### src/rtl/shift_arbiter.sv
// shift_arbiter: two requesters share one 16-bit log shifter; the result sits in a
// one-entry output buffer and is returned with the winning requester's id.
//
// Ports:
//   clk, rst                      clock, synchronous active-high reset
//   req{0,1}_valid/ready          request handshake (ready is combinational from valid)
//   req{0,1}_data/amnt/op         operand, shift amount 0..15, op 00 ROL 01 SLL 10 ROR 11 SRL
//   out_valid/out_ready           result buffer handshake
//   out_data, out_id              shifted result and the requester that produced it
module shift_arbiter #(
  parameter bit FAIR_RR = 1'b1
) (
  input  logic        clk,
  input  logic        rst,
  input  logic        req0_valid,
  output logic        req0_ready,
  input  logic [15:0] req0_data,
  input  logic [3:0]  req0_amnt,
  input  logic [1:0]  req0_op,
  input  logic        req1_valid,
  output logic        req1_ready,
  input  logic [15:0] req1_data,
  input  logic [3:0]  req1_amnt,
  input  logic [1:0]  req1_op,
  output logic        out_valid,
  input  logic        out_ready,
  output logic [15:0] out_data,
  output logic        out_id
);

  localparam int unsigned DW = 16;
  localparam int unsigned AW = 4;
  localparam int unsigned OW = 2;

  logic          r_out_valid;
  logic [DW-1:0] r_out_data;
  logic          r_out_id;
  logic          r_last_grant;

  logic          w_accept;
  logic          w_grant0;
  logic          w_grant1;
  logic          w_xfer0;
  logic          w_xfer1;
  logic [DW-1:0] w_sel_data;
  logic [AW-1:0] w_sel_amnt;
  logic [OW-1:0] w_sel_op;
  logic          w_right;
  logic          w_zero_fill;
  logic [DW-1:0] w_shift_in;
  logic [DW-1:0] w_stage [0:AW];
  logic [DW-1:0] w_result;

  function automatic logic [DW-1:0] bit_rev(input logic [DW-1:0] d);
    logic [DW-1:0] r;
    r = '0;
    for (int i = 0; i < int'(DW); i++) begin
      r[i] = d[DW-1-i];
    end
    return r;
  endfunction

  // Buffer can take a new result when empty or when it drains this cycle.
  assign w_accept = !r_out_valid || out_ready;

  // Arbitration: with both valid, round-robin favours the requester that did not win last.
  always_comb begin
    w_grant0 = 1'b0;
    w_grant1 = 1'b0;
    if (req0_valid && req1_valid) begin
      if (FAIR_RR) begin
        w_grant0 = r_last_grant;
        w_grant1 = !r_last_grant;
      end else begin
        w_grant0 = 1'b1;
      end
    end else begin
      w_grant0 = req0_valid;
      w_grant1 = req1_valid;
    end
  end

  assign req0_ready = w_grant0 && w_accept && !rst;
  assign req1_ready = w_grant1 && w_accept && !rst;

  assign w_xfer0 = req0_valid && req0_ready;
  assign w_xfer1 = req1_valid && req1_ready;

  // Operand mux follows the grant; un-granted requests are never latched.
  always_comb begin
    w_sel_data = req0_data;
    w_sel_amnt = req0_amnt;
    w_sel_op   = req0_op;
    if (w_grant1) begin
      w_sel_data = req1_data;
      w_sel_amnt = req1_amnt;
      w_sel_op   = req1_op;
    end
  end

  // op[1] selects right direction, op[0] selects zero-fill instead of rotate.
  // Right ops run through the left shifter between two bit reversals.
  assign w_right     = w_sel_op[1];
  assign w_zero_fill = w_sel_op[0];
  assign w_shift_in  = w_right ? bit_rev(w_sel_data) : w_sel_data;
  assign w_stage[0]  = w_shift_in;

  for (genvar k = 0; k < int'(AW); k++) begin : g_stage
    localparam int unsigned SH = 1 << k;
    logic [SH-1:0] w_wrap;
    // Bits leaving the top re-enter at the bottom for rotates, zeros for shifts.
    assign w_wrap = w_zero_fill ? '0 : w_stage[k][DW-1 -: SH];
    assign w_stage[k+1] = w_sel_amnt[k] ? {w_stage[k][DW-1-SH:0], w_wrap} : w_stage[k];
  end

  assign w_result = w_right ? bit_rev(w_stage[AW]) : w_stage[AW];

  // Output buffer and last-grant tracking.
  always_ff @(posedge clk) begin
    if (rst) begin
      r_out_valid  <= 1'b0;
      r_out_data   <= '0;
      r_out_id     <= 1'b0;
      r_last_grant <= 1'b1;
    end else if (w_xfer0 || w_xfer1) begin
      r_out_valid  <= 1'b1;
      r_out_data   <= w_result;
      r_out_id     <= w_xfer1;
      r_last_grant <= w_xfer1;
    end else if (out_ready) begin
      r_out_valid  <= 1'b0;
    end
  end

  assign out_valid = r_out_valid;
  assign out_data  = r_out_data;
  assign out_id    = r_out_id;

endmodule

### config.mk
export PLATFORM = sky130hd
export DESIGN_NAME = shift_arbiter
export DESIGN_NICKNAME = d
export VERILOG_FILES = /design/src/rtl/shift_arbiter.sv
export SDC_FILE = /design/constraint.sdc
export NUM_CORES = 1
export LEC_CHECK = 0
export CELL_PAD_IN_SITES_DETAIL_PLACEMENT = 0
export CELL_PAD_IN_SITES_GLOBAL_PLACEMENT = 1
export CORE_AREA = 2 2 127 67
export CTS_CLUSTER_SIZE = 28
export DETAILED_ROUTE_END_ITERATION = 8
export DIE_AREA = 0 0 129 69
export GPL_ROUTABILITY_DRIVEN = 0
export PLACE_DENSITY = 0.89
export SYNTH_ARGS = -nofsm -noshare
export SYNTH_HDL_FRONTEND = slang
export SYNTH_SLANG_ARGS = --single-unit
### constraint.sdc
create_clock -name clk -period 3.94 [get_ports clk]
set_input_delay 0.788 -clock clk [delete_from_list [all_inputs] [get_ports clk]]
set_output_delay 0.788 -clock clk [all_outputs]
set_load 0.02 [all_outputs]
==> flow_summary.yaml <==
sta:
  hold_viol: 0
  worst_pin_slew_ps: 587
  period_share: 0.884
  setup_viol: 0
  rsz0062_at_grt: "false"
  fmax_mhz: 287
  slew_headroom: 0.601
  fin_worst_skew_ps: 1.87
  fin_setup_tns_ps: 0
  slew_viol_final: 0
  period_needed_ps: 3480
global_route:
  grt_pass1_vias: 3041
  grt_remaining_overflow: 0
  track_usage: 0.231
  grt_max_degree: 36
  antenna_found_initial: 0
  grt_pass1_wl_mm: 16.5
routing:
  wl_per_cell_um: 18.4
  vias: 3377
  dr.pass1.iters: 5
  drtAntennaViolNets: 0
  totalWireLength_mm: 10.1
  drt-vias-per-instance: 6.12
  drt_iter0_drc: 432
  drc: 0
power:
  powerDensity_nw_per_um2: 273
  ir_worst_vdd_mv: 0.207
  leakage_nw: 1.58
  finalPower_mw: 1.08
layout:
  area_growth_pct: 27.1
  finish.utilization: 0.507
  antenna-diode-count: 0
  final_layout_size_suffix_gt1_frac: 0.127
  fin_area_um2: 3950
  fill_cells: 767
  nNetsFinal: 490
clock_network:
  insertion_delay_ps: 250
  postCtsSetupRepairBufs: 0
  ctsHoldBuffers: 0
  cts_buffer_depth: 2
  root_buffer: "clkbuf_16"
  numClockSinks: 19
  cts_buffers: 3
  cts_tree: "done"
  clk_pin_slew_worst_paths_ps: 50
  ctsResizeCount: 0
  cts-htree-levels: 1
logic_synthesis:
  synthArstFlopShare: 0
  ys_seq_area_frac: 0.122
  syn_inst: 385
  yosysWarnings: 0
  synthFlopType: "dfxtp_1"
  synth_top_cell_by_area: "mux2i_1"
  synth_cell_types: 54
  synth-edff-count: 0
  synthTopCellsByArea: "mux2i_1 (23%), dfxtp_1 (12%), mux4_2 (11%)"
  syn_avg_cell_area_um2: 8.07
  ys_ff_latch: 19
  synth_area_um2: 3110
  syn_nets: 434
  synth_top_area_share: 0.225
placement:
  io_buffers: 68
  post-dp-hpwl_mm: 8.11
  post_dp_cell_area_um2: 3870
worst_setup_path:
  worstSetupPathType: "in -> out"
  r2r_start: "r_last_grant"
  cp_slowest_stage_delay_ps: 660
  critical_path.startpoint_type: "primary input"
  end_kind: "output pin"
  critical_path.most_common_cell: "clkdlybuf4s50_1"
  crit_chain: "clkdlybuf4s50_1 > a21bo_1 > buf_4 > nor3b_2 > clkdlybuf4s50_1"
  cp.arrival_ps: 2700
  r2r_end: "out_data[4]"
  cp_max_fo: 5
  rr_worst_depth: 9
  rrSetupSlack_ps: 1180
  crit_slowest_cell: "clkdlybuf4s50_1"
  required_ps: 3150
floorplanning:
  coreArea_um2: 7800
  initial_core_util: 0.399
  dieArea_um2: 8900
  dieHeight_um: 69
  ios: 69
  dieWidth_um: 129
  rows: 23
hold_path:
  holdCritPathClass: "reg -> reg"
  hold_depth: 2
  hold_start: "out_id"
  hold_path_end: "out_id"
job:
  drv_cap: 0
status:
  status: "completed"
## per-stage QoR
step	setup slack (ps)	hold WS, ps	instances
after floorplan	1180	527	385
after global placement	315	458	548
after detailed placement	307	464	548
after CTS	461	474	552
after global routing	324	494	552
final	457	468	552
## Yosys cell counts (10+ instances only)
| cell type | count |
|---|---|
| mux2_2 | 10 |
| a21oi_1 | 29 |
| mux2i_1 | 70 |
| buf_2 | 13 |
| clkbuf_1 | 12 |
| o21ai_0 | 16 |
| nand2_1 | 41 |
| nor2_1 | 37 |
| nand3_1 | 14 |
| dfxtp_1 | 19 |
| mux4_2 | 15 |
## cells in the final DEF, fill, tap and decap left out, types with 2 or more instances in the layout
cell and n:
a2111oi_0 2, xor2_1 2, a32oi_1 2, or2_2 2
inv_1 3, a221oi_1 5, nand2b_1 7, a211o_1 2
o221ai_1 7, nand3_1 14, and3_1 2, and2_1 2
o22ai_1 5, a21oi_1 29, a2111oi_2 2, a222oi_1 2
buf_4 18, a211oi_1 6, nand2_1 41, o21ai_0 16
clkbuf_16 3, o211ai_1 3, o32ai_1 2, dfxtp_1 19
nor2_1 37, mux4_2 15, nor3_1 6, a22oi_1 2
or3_1 3, nand3b_1 4, o31ai_1 4, nor2b_1 3
mux2_2 10, mux2i_1 70, nand4_1 3, clkdlybuf4s50_1 68
## final cells by class
cell class	count	area [µm²]	area share
clock buffers	4	78.8	0.0199
flip-flops and latches	19	380	0.0963
multi-input cells	327	2500	0.634
well taps	112	140	0.0355
repair buffers	87	836	0.212
inverters	3	11.3	0.00285
## flip-flops by register name, indices dropped and copies added (netlist names)
register and count:
out_data 16, r_last_grant 1, out_id 1, out_valid 1
## cells by family after synthesis
logic type	Yosys count	share of synthesized area
AO/OA/AOI/OAI	102	0.229
XOR/XNOR	2	0.00564
buffers and inverters	39	0.0717
flip-flops	19	0.122
multiplexers	98	0.387
AND/OR/NAND/NOR	125	0.184
## worst max-delay path: cells and delay by family
family | cells | cell delay (ps)
buf+inv | 3 | 1350
compound gates | 1 | 310
simple gates | 1 | 250
## how the worst max path moves through the flow
| stage | start | to | slack [ps] | cells after the start |
|---|---|---|---|---|
| 2_1_floorplan | req1_op[1] | out_data[12] | 1180 | 9 |
| 3_3_place_gp | req1_amnt[0] | out_data[0] | 310 | 10 |
| 3_5_place_dp | req1_op[1] | out_data[10] | 310 | 10 |
| 4_1_cts | req1_valid | req1_ready | 460 | 5 |
| 5_1_grt | req1_op[1] | out_data[10] | 320 | 10 |
| 6_report | req1_valid | req1_ready | 460 | 5 |
## metal layers
layer,GRT usage,vias up,part of all wire
li1,-,1593,-
met1,0.384,1571,0.50
met2,0.296,200,0.37
met3,0.0606,13,0.12
met4,0.0193,0,0.0065
met5,0,-,0
## where the power goes
part | total [mW] | leakage, nW | switching (mW) | internal [mW]
registers | 0.232 | 0.157 | 0.0135 | 0.219
clock network | 0.212 | 0.0382 | 0.0741 | 0.138
logic | 0.636 | 1.38 | 0.352 | 0.284
total | 1.08 | 1.58 | 0.440 | 0.640
Power figures use the tool's default switching activity.
